==> config.mk <==
export PLATFORM = sky130hd
export DESIGN_NAME = sram_responder_flat
export DESIGN_NICKNAME = d
export VERILOG_FILES = /design/src/rtl/sram_responder_if.sv /design/src/rtl/sram_responder.sv /design/src/flat_wrapper.sv
export SDC_FILE = /design/constraint.sdc
export NUM_CORES = 2
export LEC_CHECK = 0
export BUFFER_PORTS_ARGS = -buffer_cell sky130_fd_sc_hd__buf_2
export CORE_MARGIN = 1.5
export CORE_UTILIZATION = 25
export CTS_BUF_LIST = sky130_fd_sc_hd__clkbuf_16
export DETAILED_ROUTE_END_ITERATION = 12
export GPL_TIMING_DRIVEN = 1
export MAX_ROUTING_LAYER = met4
export PLACE_DENSITY_LB_ADDON = 0.12
export SKIP_LAST_GASP = 1
export SLEW_MARGIN = 20
export SYNTH_ARGS = -nofsm -noshare
export SYNTH_HDL_FRONTEND = slang
export SYNTH_SLANG_ARGS = --single-unit
==> constraint.sdc <==
create_clock -name Clock -period 4.95 [get_ports Clock]
set_input_delay 0.495 -clock Clock [delete_from_list [all_inputs] [get_ports Clock]]
set_output_delay 0.495 -clock Clock [all_outputs]
set_load 0.005 [all_outputs]
==> src/rtl/sram_responder_if.sv <==
`default_nettype none
// ============================================================================
// sram_responder_if : asynchronous-SRAM pin bundle (controller <-> responder)
// Revision: 1.0
// ============================================================================
interface sram_responder_if #(
    parameter int DATA_WIDTH = 16,
    parameter int ADDR_WIDTH = 8
);
    logic                  iCE_n;
    logic                  iWE_n;
    logic                  iOE_n;
    logic [ADDR_WIDTH-1:0] iAddress;
    logic [DATA_WIDTH-1:0] iDataIn;
    logic [DATA_WIDTH-1:0] oDataOut;
    logic                  oDataValid;
    logic                  oWriteViolation;
    logic [7:0]            oViolationCount;

    modport master (
        output iCE_n, iWE_n, iOE_n, iAddress, iDataIn,
        input  oDataOut, oDataValid, oWriteViolation, oViolationCount
    );

    modport slave (
        input  iCE_n, iWE_n, iOE_n, iAddress, iDataIn,
        output oDataOut, oDataValid, oWriteViolation, oViolationCount
    );
endinterface
`default_nettype wire

==> src/rtl/sram_responder.sv <==
`default_nettype none
// ============================================================================
// sram_responder : async-SRAM emulator with read latency, write-pulse checking
// Revision: 1.0
// ============================================================================
module sram_responder #(
    parameter int DATA_WIDTH    = 16,
    parameter int ADDR_WIDTH    = 8,
    parameter int READ_LATENCY  = 2,
    parameter int MIN_WE_CYCLES = 1
) (
    input  wire logic        Clock,
    input  wire logic        Reset,
    sram_responder_if.slave  bus
);
    localparam int         c_DEPTH    = 2 ** ADDR_WIDTH;
    localparam logic [3:0] c_READ_LAT = 4'(READ_LATENCY);
    localparam logic [3:0] c_MIN_WE   = 4'(MIN_WE_CYCLES);

    typedef enum logic [1:0] {
        IDLE        = 2'd0,
        READ_WAIT   = 2'd1,
        READ_DRIVE  = 2'd2,
        WRITE_PULSE = 2'd3
    } state_t;

    state_t                r_state;
    logic [ADDR_WIDTH-1:0] r_addr;
    logic [DATA_WIDTH-1:0] r_data;
    logic [3:0]            r_cnt;
    logic [DATA_WIDTH-1:0] r_dout;
    logic                  r_valid;
    logic                  r_viol;
    logic [7:0]            r_vcnt;
    logic [DATA_WIDTH-1:0] r_mem [c_DEPTH];

    logic w_wr;
    logic w_rd;
    logic w_same;
    logic w_commit;
    logic w_violation;

    // A cycle with both WE and OE low counts as a write, never a read.
    assign w_wr        = !bus.iCE_n && !bus.iWE_n;
    assign w_rd        = !bus.iCE_n && !bus.iOE_n && bus.iWE_n;
    assign w_same      = (bus.iAddress == r_addr);
    assign w_commit    = (r_state == WRITE_PULSE) && !w_wr && (r_cnt >= c_MIN_WE);
    assign w_violation = (r_state == WRITE_PULSE) &&
                         ((w_wr && !w_same) || (!w_wr && (r_cnt < c_MIN_WE)));

    // Storage is deliberately outside the reset domain so contents survive Reset.
    always_ff @(posedge Clock) begin
        if (w_commit) begin
            r_mem[r_addr] <= r_data;
        end
    end

    always_ff @(posedge Clock or posedge Reset) begin
        if (Reset) begin
            r_state <= IDLE;
            r_addr  <= '0;
            r_data  <= '0;
            r_cnt   <= 4'd0;
            r_dout  <= '0;
            r_valid <= 1'b0;
            r_viol  <= 1'b0;
            r_vcnt  <= 8'd0;
        end else begin
            if (w_violation) begin
                r_viol <= 1'b1;
                if (r_vcnt != 8'hFF) begin
                    r_vcnt <= r_vcnt + 8'd1;
                end
            end

            // Any non-write state treats a write strobe as a fresh write start.
            if (w_wr && (r_state != WRITE_PULSE)) begin
                r_state <= WRITE_PULSE;
                r_addr  <= bus.iAddress;
                r_data  <= bus.iDataIn;
                r_cnt   <= 4'd1;
                r_valid <= 1'b0;
                r_dout  <= '0;
            end else begin
                case (r_state)
                    IDLE: begin
                        if (w_rd) begin
                            r_state <= READ_WAIT;
                            r_addr  <= bus.iAddress;
                            r_cnt   <= 4'd1;
                        end
                    end
                    READ_WAIT: begin
                        if (w_rd && w_same) begin
                            // r_cnt equals the number of edges elapsed since the first RD sample.
                            if (r_cnt == c_READ_LAT) begin
                                r_dout  <= r_mem[r_addr];
                                r_valid <= 1'b1;
                                r_state <= READ_DRIVE;
                            end else begin
                                r_cnt <= r_cnt + 4'd1;
                            end
                        end else if (w_rd) begin
                            r_addr <= bus.iAddress;
                            r_cnt  <= 4'd1;
                        end else begin
                            r_state <= IDLE;
                        end
                    end
                    READ_DRIVE: begin
                        if (!(w_rd && w_same)) begin
                            r_valid <= 1'b0;
                            r_dout  <= '0;
                            if (w_rd) begin
                                r_state <= READ_WAIT;
                                r_addr  <= bus.iAddress;
                                r_cnt   <= 4'd1;
                            end else begin
                                r_state <= IDLE;
                            end
                        end
                    end
                    WRITE_PULSE: begin
                        if (w_wr && w_same) begin
                            r_data <= bus.iDataIn;
                            if (r_cnt != 4'hF) begin
                                r_cnt <= r_cnt + 4'd1;
                            end
                        end else begin
                            r_state <= IDLE;
                        end
                    end
                    default: r_state <= IDLE;
                endcase
            end
        end
    end

    assign bus.oDataOut        = r_dout;
    assign bus.oDataValid      = r_valid;
    assign bus.oWriteViolation = r_viol;
    assign bus.oViolationCount = r_vcnt;
endmodule
`default_nettype wire

==> src/flat_wrapper.sv <==
// flat-port wrapper written by rule: the top's interface ports become plain ports
module sram_responder_flat 
#(
    parameter int DATA_WIDTH    = 16,
    parameter int ADDR_WIDTH    = 8,
    parameter int READ_LATENCY  = 2,
    parameter int MIN_WE_CYCLES = 1
)
  (Clock, Reset, bus_iCE_n, bus_iWE_n, bus_iOE_n, bus_iAddress, bus_iDataIn, bus_oDataOut, bus_oDataValid, bus_oWriteViolation, bus_oViolationCount);
  sram_responder_if #(.DATA_WIDTH(DATA_WIDTH), .ADDR_WIDTH(ADDR_WIDTH)) bus_i ();
  input  wire logic Clock;
  input  wire logic Reset;
  input wire logic [$bits(bus_i.iCE_n)-1:0] bus_iCE_n;
  input wire logic [$bits(bus_i.iWE_n)-1:0] bus_iWE_n;
  input wire logic [$bits(bus_i.iOE_n)-1:0] bus_iOE_n;
  input wire logic [$bits(bus_i.iAddress)-1:0] bus_iAddress;
  input wire logic [$bits(bus_i.iDataIn)-1:0] bus_iDataIn;
  output wire logic [$bits(bus_i.oDataOut)-1:0] bus_oDataOut;
  output wire logic [$bits(bus_i.oDataValid)-1:0] bus_oDataValid;
  output wire logic [$bits(bus_i.oWriteViolation)-1:0] bus_oWriteViolation;
  output wire logic [$bits(bus_i.oViolationCount)-1:0] bus_oViolationCount;
  assign bus_i.iCE_n = bus_iCE_n;
  assign bus_i.iWE_n = bus_iWE_n;
  assign bus_i.iOE_n = bus_iOE_n;
  assign bus_i.iAddress = bus_iAddress;
  assign bus_i.iDataIn = bus_iDataIn;
  assign bus_oDataOut = bus_i.oDataOut;
  assign bus_oDataValid = bus_i.oDataValid;
  assign bus_oWriteViolation = bus_i.oWriteViolation;
  assign bus_oViolationCount = bus_i.oViolationCount;
  sram_responder #(.DATA_WIDTH(DATA_WIDTH), .ADDR_WIDTH(ADDR_WIDTH), .READ_LATENCY(READ_LATENCY), .MIN_WE_CYCLES(MIN_WE_CYCLES)) u_core (.Clock(Clock), .Reset(Reset), .bus(bus_i));
endmodule
==> summary.md <==
| Metric | Value |
|---|---|
| Num rows | a little under 300 |
| Critical Path AT | 5650 ps |
| Worst Hold Margin | 179 ps |
| Max-capacitance violation count | 0 |
| CTS Sinks | approximately 4200 |
| CTS buffer count | ~470 |
| Area fraction of the dominant cell type after synthesis | between 70 and 80% |
| Slew Viols, Final | 0 |
| Vias per cell | roughly 4.7 |
| Vias post-DR | ~80000 |
| Routed Antenna Nets | 0 |
| Worst hold-check path type | in2reg |
| Die H | around 800 um |
| Netlist cell types | between 50 and 60 |
| CP required | between 5000 and 6000 ps |
| CP max stage delay | 810 ps |
| Power, Total | 106 mW |
| Ordered cell list for the critical path | buf_12 > and2_4 > buf_12 > a22oi_1 > a31oi_1 > nand3_1 > or4_1 > a32o_1 |
| Die area | 0.643 mm^2 |
| Fmax achieved | about 0.21 GHz |
| Total number of yosys warnings | 0 |
| Non-filler cells, final | around 17000 |
| IO Port Bufs | 54 |
| # fillers | between 60000 and 70000 |
| Top_reg_cell synth | edfxtp_1 |
| DP Cell Count | 16246 |
| Post-synth EDFFs | 4096 |
| Dpl ws | about 140 ps |
| Initial DRC Count | between 7000 and 8000 |
| Flop-to-flop setup slack | approximately 270 ps |
| Syn Nets | 7632 |
| Detailed placer's ending HPWL | approximately 330000 um |
| Post-CTS resize count | 0 |
| Final hold vios | 0 |
| GRT Residual Overflow | 0 |
| Most numerous cell on the critical path | buf_12 |
| Top cells by area, synth | edfxtp_1 (77%), mux4_2 (10%), mux2i_1 (3.8%) |
| Initial Util | about a quarter |
| Slew margin rel. | between 10% and 20% |
| Post-Syn Area | around 0.16 mm^2 |
| Core area | 0.636 mm^2 |
| Pin count of the biggest net entering global routing | 153 |
| # Post-CTS Setup Buffers | 0 |
| WL/cell | around 31 um |
| Final Cell Area | around 0.19 mm^2 |
| Worst Path Max Fanout | approximately 110 |
| CTS root buf | clkbuf_16 |
| Cts hold-fix bufs | 28 |
| First-pass GRT wire length | ~720000 um |
| Min Tclk post-route | around 4700 ps |
| Synth async-reset ratio | between 1 and 1.5% |
| IO Pins | 55 |
| VDD IR-drop max | between 0.3 and 0.4 mV |
| Worst setup margin | about 270 ps |
| Clock skew | roughly 110 ps |
| H-Tree Depth | 5 |
| Worst setup path category | reg2reg |
| Area grow syn2layout | 18.8% |
| Lkg Pwr | ~60 nW |
| Worst flop-to-flop path startpoint | u_core.r_addr[0] |
| DRC | 0 |
| Clock transition at path regs | about 60 ps |
| GPL Wtd Cong | 0.783 |
| Clock tree buffer depth | 4 |
| Post-Syn Instances | between 7000 and 8000 |
| Worst setup path startpoint | u_core.r_addr[0] |
| Synthesis-stage register bit count | 4152 |
| Final period util | a little over nine tenths |
| Final Util | about 30% |
| Worst setup path endpoint | u_core.bus.oDataOut[3] |
| Setup Total Neg Slack | 0 ps |
| Outcome | complete, no violations |
| PD cells | roughly 560 mW/mm^2 |
| Synth area leader | edfxtp_1 |
| CTS tree | yes |
| Share of layout cells above drive strength 1 | between 20% and 30% |
| Detailed Route WL | about 530000 um |
| Initial antenna violation count | 45 |
| Critical path's slowest cell | dfrtp_4 |
| R2R depth | 8 |
| Final setup fails | 0 |
| Nets | 8376 |
| Vias in the first global route | ~82000 |
| Reg2reg end | u_core.bus.oDataOut[3] |
| Clock latency on the worst-skew pair | roughly 1100 ps |
| Post-synthesis area per instance | 21.0 um^2 |
| Critical Path Start Type | flip-flop |
| Die Wd | around 800 um |
| Slew @ Worst Pin | between 1000 and 1500 ps |
| Placed Area | approximately 0.17 mm^2 |
| Seq/Total Area, Yosys | 78.0% |
| Most common cell in the netlist | edfxtp_1 |
| Router iterations before antenna repair | 5 |
| Most common library cells after synthesis | edfxtp_1 (4096), mux4_2 (742), mux2i_1 (605), nor2_1 (292), a22oi_1 (248) |
| CP Capture Type | flip-flop |
| Tot GR Track Use | 16.5% |
## worst min path at each step
stage,end,slack [ps],start,cells after the start
floorplan,u_core.bus.oWriteViolation,450,u_core.bus.oWriteViolation,1
global placement,u_core.bus.oWriteViolation,470,u_core.bus.oWriteViolation,1
detailed placement,u_core.r_data[4],480,Reset,2
CTS,u_core.r_cnt[2],40,bus_iOE_n,6
global route,u_core.r_state[1],170,bus_iWE_n,4
finish,u_core.r_cnt[2],180,bus_iOE_n,6
## state kept, by name, indices dropped and copies added, names as in the netlist
name                        count
u_core.bus.oDataOut            16
u_core.r_cnt                    4
u_core.r_mem                 4096
u_core.r_addr                   8
u_core.bus.oDataValid           1
u_core.bus.oViolationCount      8
u_core.bus.oWriteViolation      1
u_core.r_state                  2
u_core.r_data                  16
## where the power goes
| group | internal, mW | total (mW) | switching, mW |
|---|---|---|---|
| Sequential | 42.2 | 43.3 | 1.11 |
| Clock | 18.6 | 33.2 | 14.5 |
| Combinational | 9.83 | 29.4 | 19.6 |
## critical path, delay by kind of cell (launching register included)
kind / cells / cell delay, ps
buffers and inverters: 2 / 730
AND/OR/NAND/NOR: 3 / 1290
AO/OA/AOI/OAI: 3 / 1520
flip-flops: 1 / 810
## routing by layer
layer / up-vias / wire length (um) / share of wire [%] / global-route usage [%]
met5: - / 0 / 0 / -
met4: 0 / 13000 / 2.4 / 3.67
met3: 587 / 21300 / 4.0 / 1.80
met2: 1855 / 252000 / 48 / 26.2
met1: 44200 / 244000 / 46 / 22.9
li1: 33440 / - / - / -
## kinds of logic after synthesis
kind of cell,share of synthesized area [%]
flops,78.0
mux,14.6
compound gates,3.59
simple gates,2.22
buf+inv,1.48
xor+xnor,0.0824
fa+ha+maj,0.0784
## cell usage in the layout (no fill, tap or decap), types with 28 or more instances in the layout
cell type	count
o211ai_1	47
a31oi_1	108
inv_1	123
mux4_2	742
nor2_1	152
o22ai_1	97
buf_12	84
edfxtp_1	4096
a211oi_1	43
clkinv_1	143
a221oi_1	48
nand2_1	85
a21oi_1	57
and3_1	50
buf_2	54
nand3_1	142
nand4_1	40
clkinv_2	71
dfrtp_1	35
nor2_2	139
clkbuf_16	471
mux2i_1	605
o21ai_0	68
buf_4	566
mux2_2	41
a22oi_1	248
diode_2	31
dlygate4sd3_1	28
## area by class of cell
class | instances | area, um^2 | area share, %
inverter | 15 | 58.8 | 0.0310
timing repair buffer | 732 | 6480 | 3.42
tap | 8407 | 10500 | 5.55
multi-input combinational | 2969 | 33400 | 17.6
sequential | 4152 | 124000 | 65.7
clock inverter | 389 | 2770 | 1.46
antenna | 31 | 77.6 | 0.0409
clock buffer | 471 | 11800 | 6.22
Note: power is estimated with default switching activity, not from simulation.
